--- src/rtl/rc4_pkg.sv ---
// Shared types and helpers for the RC4 key-scheduling engine.
package rc4_pkg;

  localparam int ADDR_W_DEF     = 8;
  localparam int KEY_BYTES_DEF  = 3;
  localparam int KEY_BYTES_MAX  = 32;
  localparam int KEY_W_MAX      = 8 * KEY_BYTES_MAX;

  // One state per RAM access phase of the engine.
  typedef enum logic [3:0] {
    IDLE = 4'd0,
    INIT = 4'd1,
    RD_I = 4'd2,
    WT_I = 4'd3,
    RD_J = 4'd4,
    WT_J = 4'd5,
    WR_I = 4'd6,
    WR_J = 4'd7,
    DONE = 4'd8
  } state_t;

  // Byte idx of a key that is left-aligned in a KEY_W_MAX-bit vector.
  // Byte 0 is the most significant byte of the key.
  function automatic logic [7:0] key_byte(input logic [KEY_W_MAX-1:0] key,
                                          input int unsigned        idx);
    return key[KEY_W_MAX-1 - 8*idx -: 8];
  endfunction

endpackage

--- src/rtl/rc4_key_byte_sel.sv ---
// Combinational selector returning the kidx-th byte (MSB-first) of the key.
module rc4_key_byte_sel
  import rc4_pkg::*;
#(
  parameter int KEY_BYTES = KEY_BYTES_DEF,
  parameter int KIDX_W    = 2
) (
  input  logic [8*KEY_BYTES-1:0] key,
  input  logic [KIDX_W-1:0]      kidx,
  output logic [7:0]             sel_byte
);

  // The table is padded to a power of two so kidx indexes it without
  // a range check; slots past the key length read as zero and are never
  // selected because kidx wraps at KEY_BYTES-1.
  localparam int SLOTS = 1 << KIDX_W;

  logic [KEY_W_MAX-1:0] key_left;
  logic [7:0]           slot [SLOTS];

  assign key_left = KEY_W_MAX'(key) << (8 * (KEY_BYTES_MAX - KEY_BYTES));

  genvar gi;
  generate
    for (gi = 0; gi < SLOTS; gi++) begin : g_slot
      if (gi < KEY_BYTES) begin : g_used
        assign slot[gi] = key_byte(key_left, gi);
      end else begin : g_pad
        assign slot[gi] = 8'h00;
      end
    end
  endgenerate

  assign sel_byte = slot[kidx];

endmodule

--- src/rtl/rc4_ksa_engine.sv ---
// RC4 key-scheduling engine: fills an external single-port S-box RAM with
// the identity permutation, then runs the KSA swap loop against it.
// All RAM-facing outputs are registered and computed one cycle ahead.
module rc4_ksa_engine
  import rc4_pkg::*;
#(
  parameter int ADDR_W    = ADDR_W_DEF,
  parameter int KEY_BYTES = KEY_BYTES_DEF
) (
  input  logic                   clk,
  input  logic                   reset,
  input  logic                   start,
  input  logic [8*KEY_BYTES-1:0] secret_key,
  input  logic [ADDR_W-1:0]      q,
  output logic [ADDR_W-1:0]      address,
  output logic [ADDR_W-1:0]      data,
  output logic                   wren,
  output logic                   busy,
  output logic                   done
);

  localparam int                KIDX_W    = (KEY_BYTES > 1) ? $clog2(KEY_BYTES) : 1;
  localparam logic [ADDR_W-1:0] I_LAST    = {ADDR_W{1'b1}};
  localparam logic [KIDX_W-1:0] KIDX_LAST = KIDX_W'(KEY_BYTES - 1);

  state_t                 state_reg, state_next;
  logic [ADDR_W-1:0]      i_reg, i_next;
  logic [ADDR_W-1:0]      j_reg, j_next;
  logic [KIDX_W-1:0]      kidx_reg, kidx_next;
  logic [ADDR_W-1:0]      si_reg, si_next;
  logic [8*KEY_BYTES-1:0] key_reg, key_next;
  logic [ADDR_W-1:0]      address_reg, address_next;
  logic [ADDR_W-1:0]      data_reg, data_next;
  logic                   wren_reg, wren_next;
  logic                   busy_reg, busy_next;
  logic                   done_reg, done_next;

  logic [7:0]             kbyte;
  logic [ADDR_W-1:0]      kbyte_w;
  logic [ADDR_W-1:0]      j_sum;

  rc4_key_byte_sel #(
    .KEY_BYTES (KEY_BYTES),
    .KIDX_W    (KIDX_W)
  ) u_key_sel (
    .key      (key_reg),
    .kidx     (kidx_reg),
    .sel_byte (kbyte)
  );

  // Narrow S-boxes use only the low bits of each key byte; the sum wraps mod N.
  assign kbyte_w = ADDR_W'(kbyte);
  assign j_sum   = j_reg + q + kbyte_w;

  // Next-state and next-output logic; outputs are set for the state being entered.
  always_comb begin
    state_next   = state_reg;
    i_next       = i_reg;
    j_next       = j_reg;
    kidx_next    = kidx_reg;
    si_next      = si_reg;
    key_next     = key_reg;
    address_next = address_reg;
    data_next    = data_reg;
    wren_next    = 1'b0;
    busy_next    = busy_reg;
    done_next    = done_reg;

    case (state_reg)
      IDLE, DONE: begin
        if (start) begin
          key_next     = secret_key;
          i_next       = '0;
          j_next       = '0;
          kidx_next    = '0;
          busy_next    = 1'b1;
          done_next    = 1'b0;
          address_next = '0;
          data_next    = '0;
          wren_next    = 1'b1;
          state_next   = INIT;
        end
      end
      INIT: begin
        if (i_reg == I_LAST) begin
          i_next       = '0;
          address_next = '0;
          state_next   = RD_I;
        end else begin
          i_next       = i_reg + 1'b1;
          address_next = i_reg + 1'b1;
          data_next    = i_reg + 1'b1;
          wren_next    = 1'b1;
        end
      end
      RD_I: begin
        address_next = i_reg;
        state_next   = WT_I;
      end
      WT_I: begin
        si_next      = q;
        j_next       = j_sum;
        address_next = j_sum;
        state_next   = RD_J;
      end
      RD_J: begin
        state_next = WT_J;
      end
      WT_J: begin
        // S[j] goes straight into the write-data register for the S[i] write.
        address_next = i_reg;
        data_next    = q;
        wren_next    = 1'b1;
        state_next   = WR_I;
      end
      WR_I: begin
        address_next = j_reg;
        data_next    = si_reg;
        wren_next    = 1'b1;
        state_next   = WR_J;
      end
      WR_J: begin
        if (i_reg == I_LAST) begin
          busy_next  = 1'b0;
          done_next  = 1'b1;
          state_next = DONE;
        end else begin
          i_next       = i_reg + 1'b1;
          kidx_next    = (kidx_reg == KIDX_LAST) ? '0 : kidx_reg + 1'b1;
          address_next = i_reg + 1'b1;
          state_next   = RD_I;
        end
      end
      default: begin
        state_next = IDLE;
      end
    endcase
  end

  // State, datapath and output registers with asynchronous active-low reset.
  always_ff @(posedge clk or negedge reset) begin
    if (!reset) begin
      state_reg   <= IDLE;
      i_reg       <= '0;
      j_reg       <= '0;
      kidx_reg    <= '0;
      si_reg      <= '0;
      key_reg     <= '0;
      address_reg <= '0;
      data_reg    <= '0;
      wren_reg    <= 1'b0;
      busy_reg    <= 1'b0;
      done_reg    <= 1'b0;
    end else begin
      state_reg   <= state_next;
      i_reg       <= i_next;
      j_reg       <= j_next;
      kidx_reg    <= kidx_next;
      si_reg      <= si_next;
      key_reg     <= key_next;
      address_reg <= address_next;
      data_reg    <= data_next;
      wren_reg    <= wren_next;
      busy_reg    <= busy_next;
      done_reg    <= done_next;
    end
  end

  assign address = address_reg;
  assign data    = data_reg;
  assign wren    = wren_reg;
  assign busy    = busy_reg;
  assign done    = done_reg;

endmodule
--- config.mk ---
export PLATFORM = sky130hd
export DESIGN_NAME = rc4_ksa_engine
export DESIGN_NICKNAME = d
export VERILOG_FILES = /design/src/rtl/rc4_pkg.sv /design/src/rtl/rc4_key_byte_sel.sv /design/src/rtl/rc4_ksa_engine.sv
export SDC_FILE = /design/constraint.sdc
export NUM_CORES = 1
export LEC_CHECK = 0
export BUFFER_PORTS_ARGS = -buffer_cell sky130_fd_sc_hd__buf_4
export CAP_MARGIN = 10
export CORE_UTILIZATION = 60
export DETAILED_ROUTE_END_ITERATION = 7
export PLACE_DENSITY = 0.83
export SLEW_MARGIN = 20
export SYNTH_ARGS = -nofsm -noshare
export SYNTH_HDL_FRONTEND = slang
export SYNTH_SLANG_ARGS = --single-unit
--- constraint.sdc ---
create_clock -name clk -period 7.3 [get_ports clk]
set_clock_uncertainty 0.1 [all_clocks]
set_input_delay 0.365 -clock clk [delete_from_list [all_inputs] [get_ports clk]]
set_output_delay 0.365 -clock clk [all_outputs]
set_load 0.02 [all_outputs]
==> results.yml <==
outcome:
  status: "finished, final reports clean"
worst_setup_path:
  cp_max_fo: 11
  crit_required_ps: 7410
  critPathKind: "reg -> reg"
  worst_r2r_path_depth: 10
  rrSetupSlack_ps: 3800
  cp-start-kind: "flop"
  reg2reg_to: "address[6]$_DFFE_PN0P_"
  regToRegStartpoint: "kidx_reg[1]$_DFFE_PN0P_"
  path_common_cell: "o21ai_0"
  crit_path_end_kind: "flop"
  crit_chain: "nor2b_1, nand2_1, o21ai_0, fa_1, ha_1, a21o_1, a21oi_1, o21ai_0, a211oi_1, nand4_1"
  worstPathArrival_ps: 3610
  critPathSlowestCell: "dfrtp_1"
  max_stage_delay_ps: 560
route:
  num_vias: 3466
  first_pass_iters: 5
  route.detailed.drc: 0
  routed_wl_mm: 9.95
  postRouteAntennaNets: 0
  viasPerCell: 6.20
  drt_iter0_drc: 329
  wl_per_cell_um: 17.8
clock_tree:
  clock-sinks: 73
  post-cts-setup-buffer-count: 0
  cts_made_buffers: 9
  clk_latency_ps: 350
  htreeDepth: 3
  cts_hold_buf: 0
  post_cts_resized: 0
  clk_pin_slew_ps: 70
  cts_buffer_depth: 2
  root_buffer: "clkbuf_8"
  cts_tree: "yes"
yosys:
  yosys_warnings: 0
  ys_ff_latch: 73
  netlist_top_cells_area: "dfrtp_1, nand2_1, fa_1"
  synth_top_area_cell: "dfrtp_1"
  ys_types: 57
  synth_edf_count: 0
  synth_fp_nets: 488
  ys.flop_type: "dfrtp_1"
  synth-simple-area-share: 0.219
  synth_sequential_area_ratio: 0.457
  muxShareOfSynthArea: 0.0379
  synth_top_area_frac: 0.457
  synth-compound-area-share: 0.162
  synth_top_family_by_area: "simple AND/OR/NAND/NOR gates"
  synth.avg_cell_area_sq_um: 9.12
  synthAdderAreaFrac: 0.0620
  synth_cells: 438
  synth_xor_area_frac: 0.0241
  async_flop_share: 1.00
  netlist_area_sq_um: 3990
grt:
  grt.overflow.total: 0
  grtUsageMet2: 0.489
  antenna_found_initial: 0
  grt_pass1_wl_mm: 16.4
  track_usage: 0.305
  grt_pass1_vias: 3336
  grt_util_met1: 0.400
  grt_max_degree: 74
  grt.busiest_layer: "met2"
  grt.met3_usage: 0.0514
sta:
  finalSetupViolations: 0
  hold_viol: 0
  setup_tns_ps: 0
  fmax_ghz: 0.286
  slew_headroom: 0.332
  drv_slew: 0
  max_slew.worst_pin.slew_ps: 998
  rsz0062_at_grt: "no"
  post-route-period-util: 0.479
  fin_crit_ps: 3500
power:
  p_leak_uw: 0.00227
  power_per_cell_area_nw_per_um2: 292
  power_uw: 1340
  ir_drop_uv: 203
placement:
  gp_congestion: 0.926
  dpl.hpwl_mm: 7.00
  portBuffers: 53
cells_and_area:
  seq_area_sq_um: 1830
  diodes: 0
  syn2layout_area_growth_pct: 15.0
  final_common_cell: "nand2_1"
  nets: 529
  final_cell_mix: "nand2_1, dfrtp_1, buf_4"
  drive_above_1_share: 0.164
  fillCellCount: 488
  largest_register_ffs: 24
  multi_input_area_sq_um: 2020
floorplan:
  row_count: 29
  fp.dieH_um: 83.6
  core-area_sq_um: 6390
  initial_core_util: 0.625
  fp.dieW_um: 83.6
  dieArea_sq_um: 6990
  ioPinCount: 54
hold_path:
  hold_path_class: "in -> async"
job:
  max_cap_viol_count: 0
critical path: cells and delay by family, from the launching register on:
family | cells | cell delay, ps
adder cells (fa/ha/maj) | 2 | 790
AO/OA/AOI/OAI | 5 | 1130
flip-flops | 1 | 560
AND/OR/NAND/NOR | 3 | 790
how the worst max path moves through the flow:
stage                            start                      to
2_1_floorplan  kidx_reg[1]$_DFFE_PN0P_  address[5]$_DFFE_PN0P_
3_3_place_gp   kidx_reg[1]$_DFFE_PN0P_  address[7]$_DFFE_PN0P_
3_5_place_dp   kidx_reg[1]$_DFFE_PN0P_  address[7]$_DFFE_PN0P_
4_1_cts        kidx_reg[1]$_DFFE_PN0P_  address[6]$_DFFE_PN0P_
5_1_grt        kidx_reg[1]$_DFFE_PN0P_  address[6]$_DFFE_PN0P_
6_report       kidx_reg[1]$_DFFE_PN0P_  address[6]$_DFFE_PN0P_
synth_stat cells (all sizes together), types with 7 or more instances:
cell type	instances
inv	10
nand3	9
clkbuf	14
a21oi	15
a22o	7
nor2	21
nand2	128
buf	10
a21o	7
dfrtp	73
fa	8
mux2i	14
o21ai	29
ha	7
a222oi	7
layout make-up:
cell class | count | share of cell area
clock buffers | 12 | 0.0360
well taps | 77 | 0.0210
inverters | 10 | 0.00817
multi-input cells | 331 | 0.441
repair buffers | 54 | 0.0883
flip-flops and latches | 73 | 0.398
clock inverters | 2 | 0.00817
metal layers:
| layer | vias to the layer above | share of wire |
|---|---|---|
| met5 | - | 0 |
| met4 | 0 | 0.036 |
| met3 | 29 | 0.061 |
| met2 | 156 | 0.48 |
| met1 | 1677 | 0.42 |
| li1 | 1604 | - |
stage by stage:
stage | worst slack, ps | cells | instance area (sq um) | hold slack [ps] | util
finish | 3800 | 559 | 4590 | 31.6 | 0.719
global route | 3580 | 559 | 4590 | 109 | 0.719
CTS | 3870 | 559 | 4590 | 68.4 | 0.718
detailed placement | 3890 | 545 | 4390 | 363 | 0.687
global placement | 4060 | 545 | 4390 | 357 | 0.687
floorplan | 4460 | 438 | 3990 | -30.6 | -
where the power goes:
group | internal, uW | switching [uW]
clock | 182 | 146
sequential | 495 | 81.5
combinational | 190 | 249
cell families after synthesis:
kind of cell	after synthesis
DFF	73
muxes	15
buffers and inverters	34
adders and majority gates	15
and+or+nand+nor	197
xor gates and xnor gates	11
AOI/OAI and AO/OA	93
No activity file was read; power rests on OpenSTA's default activity.
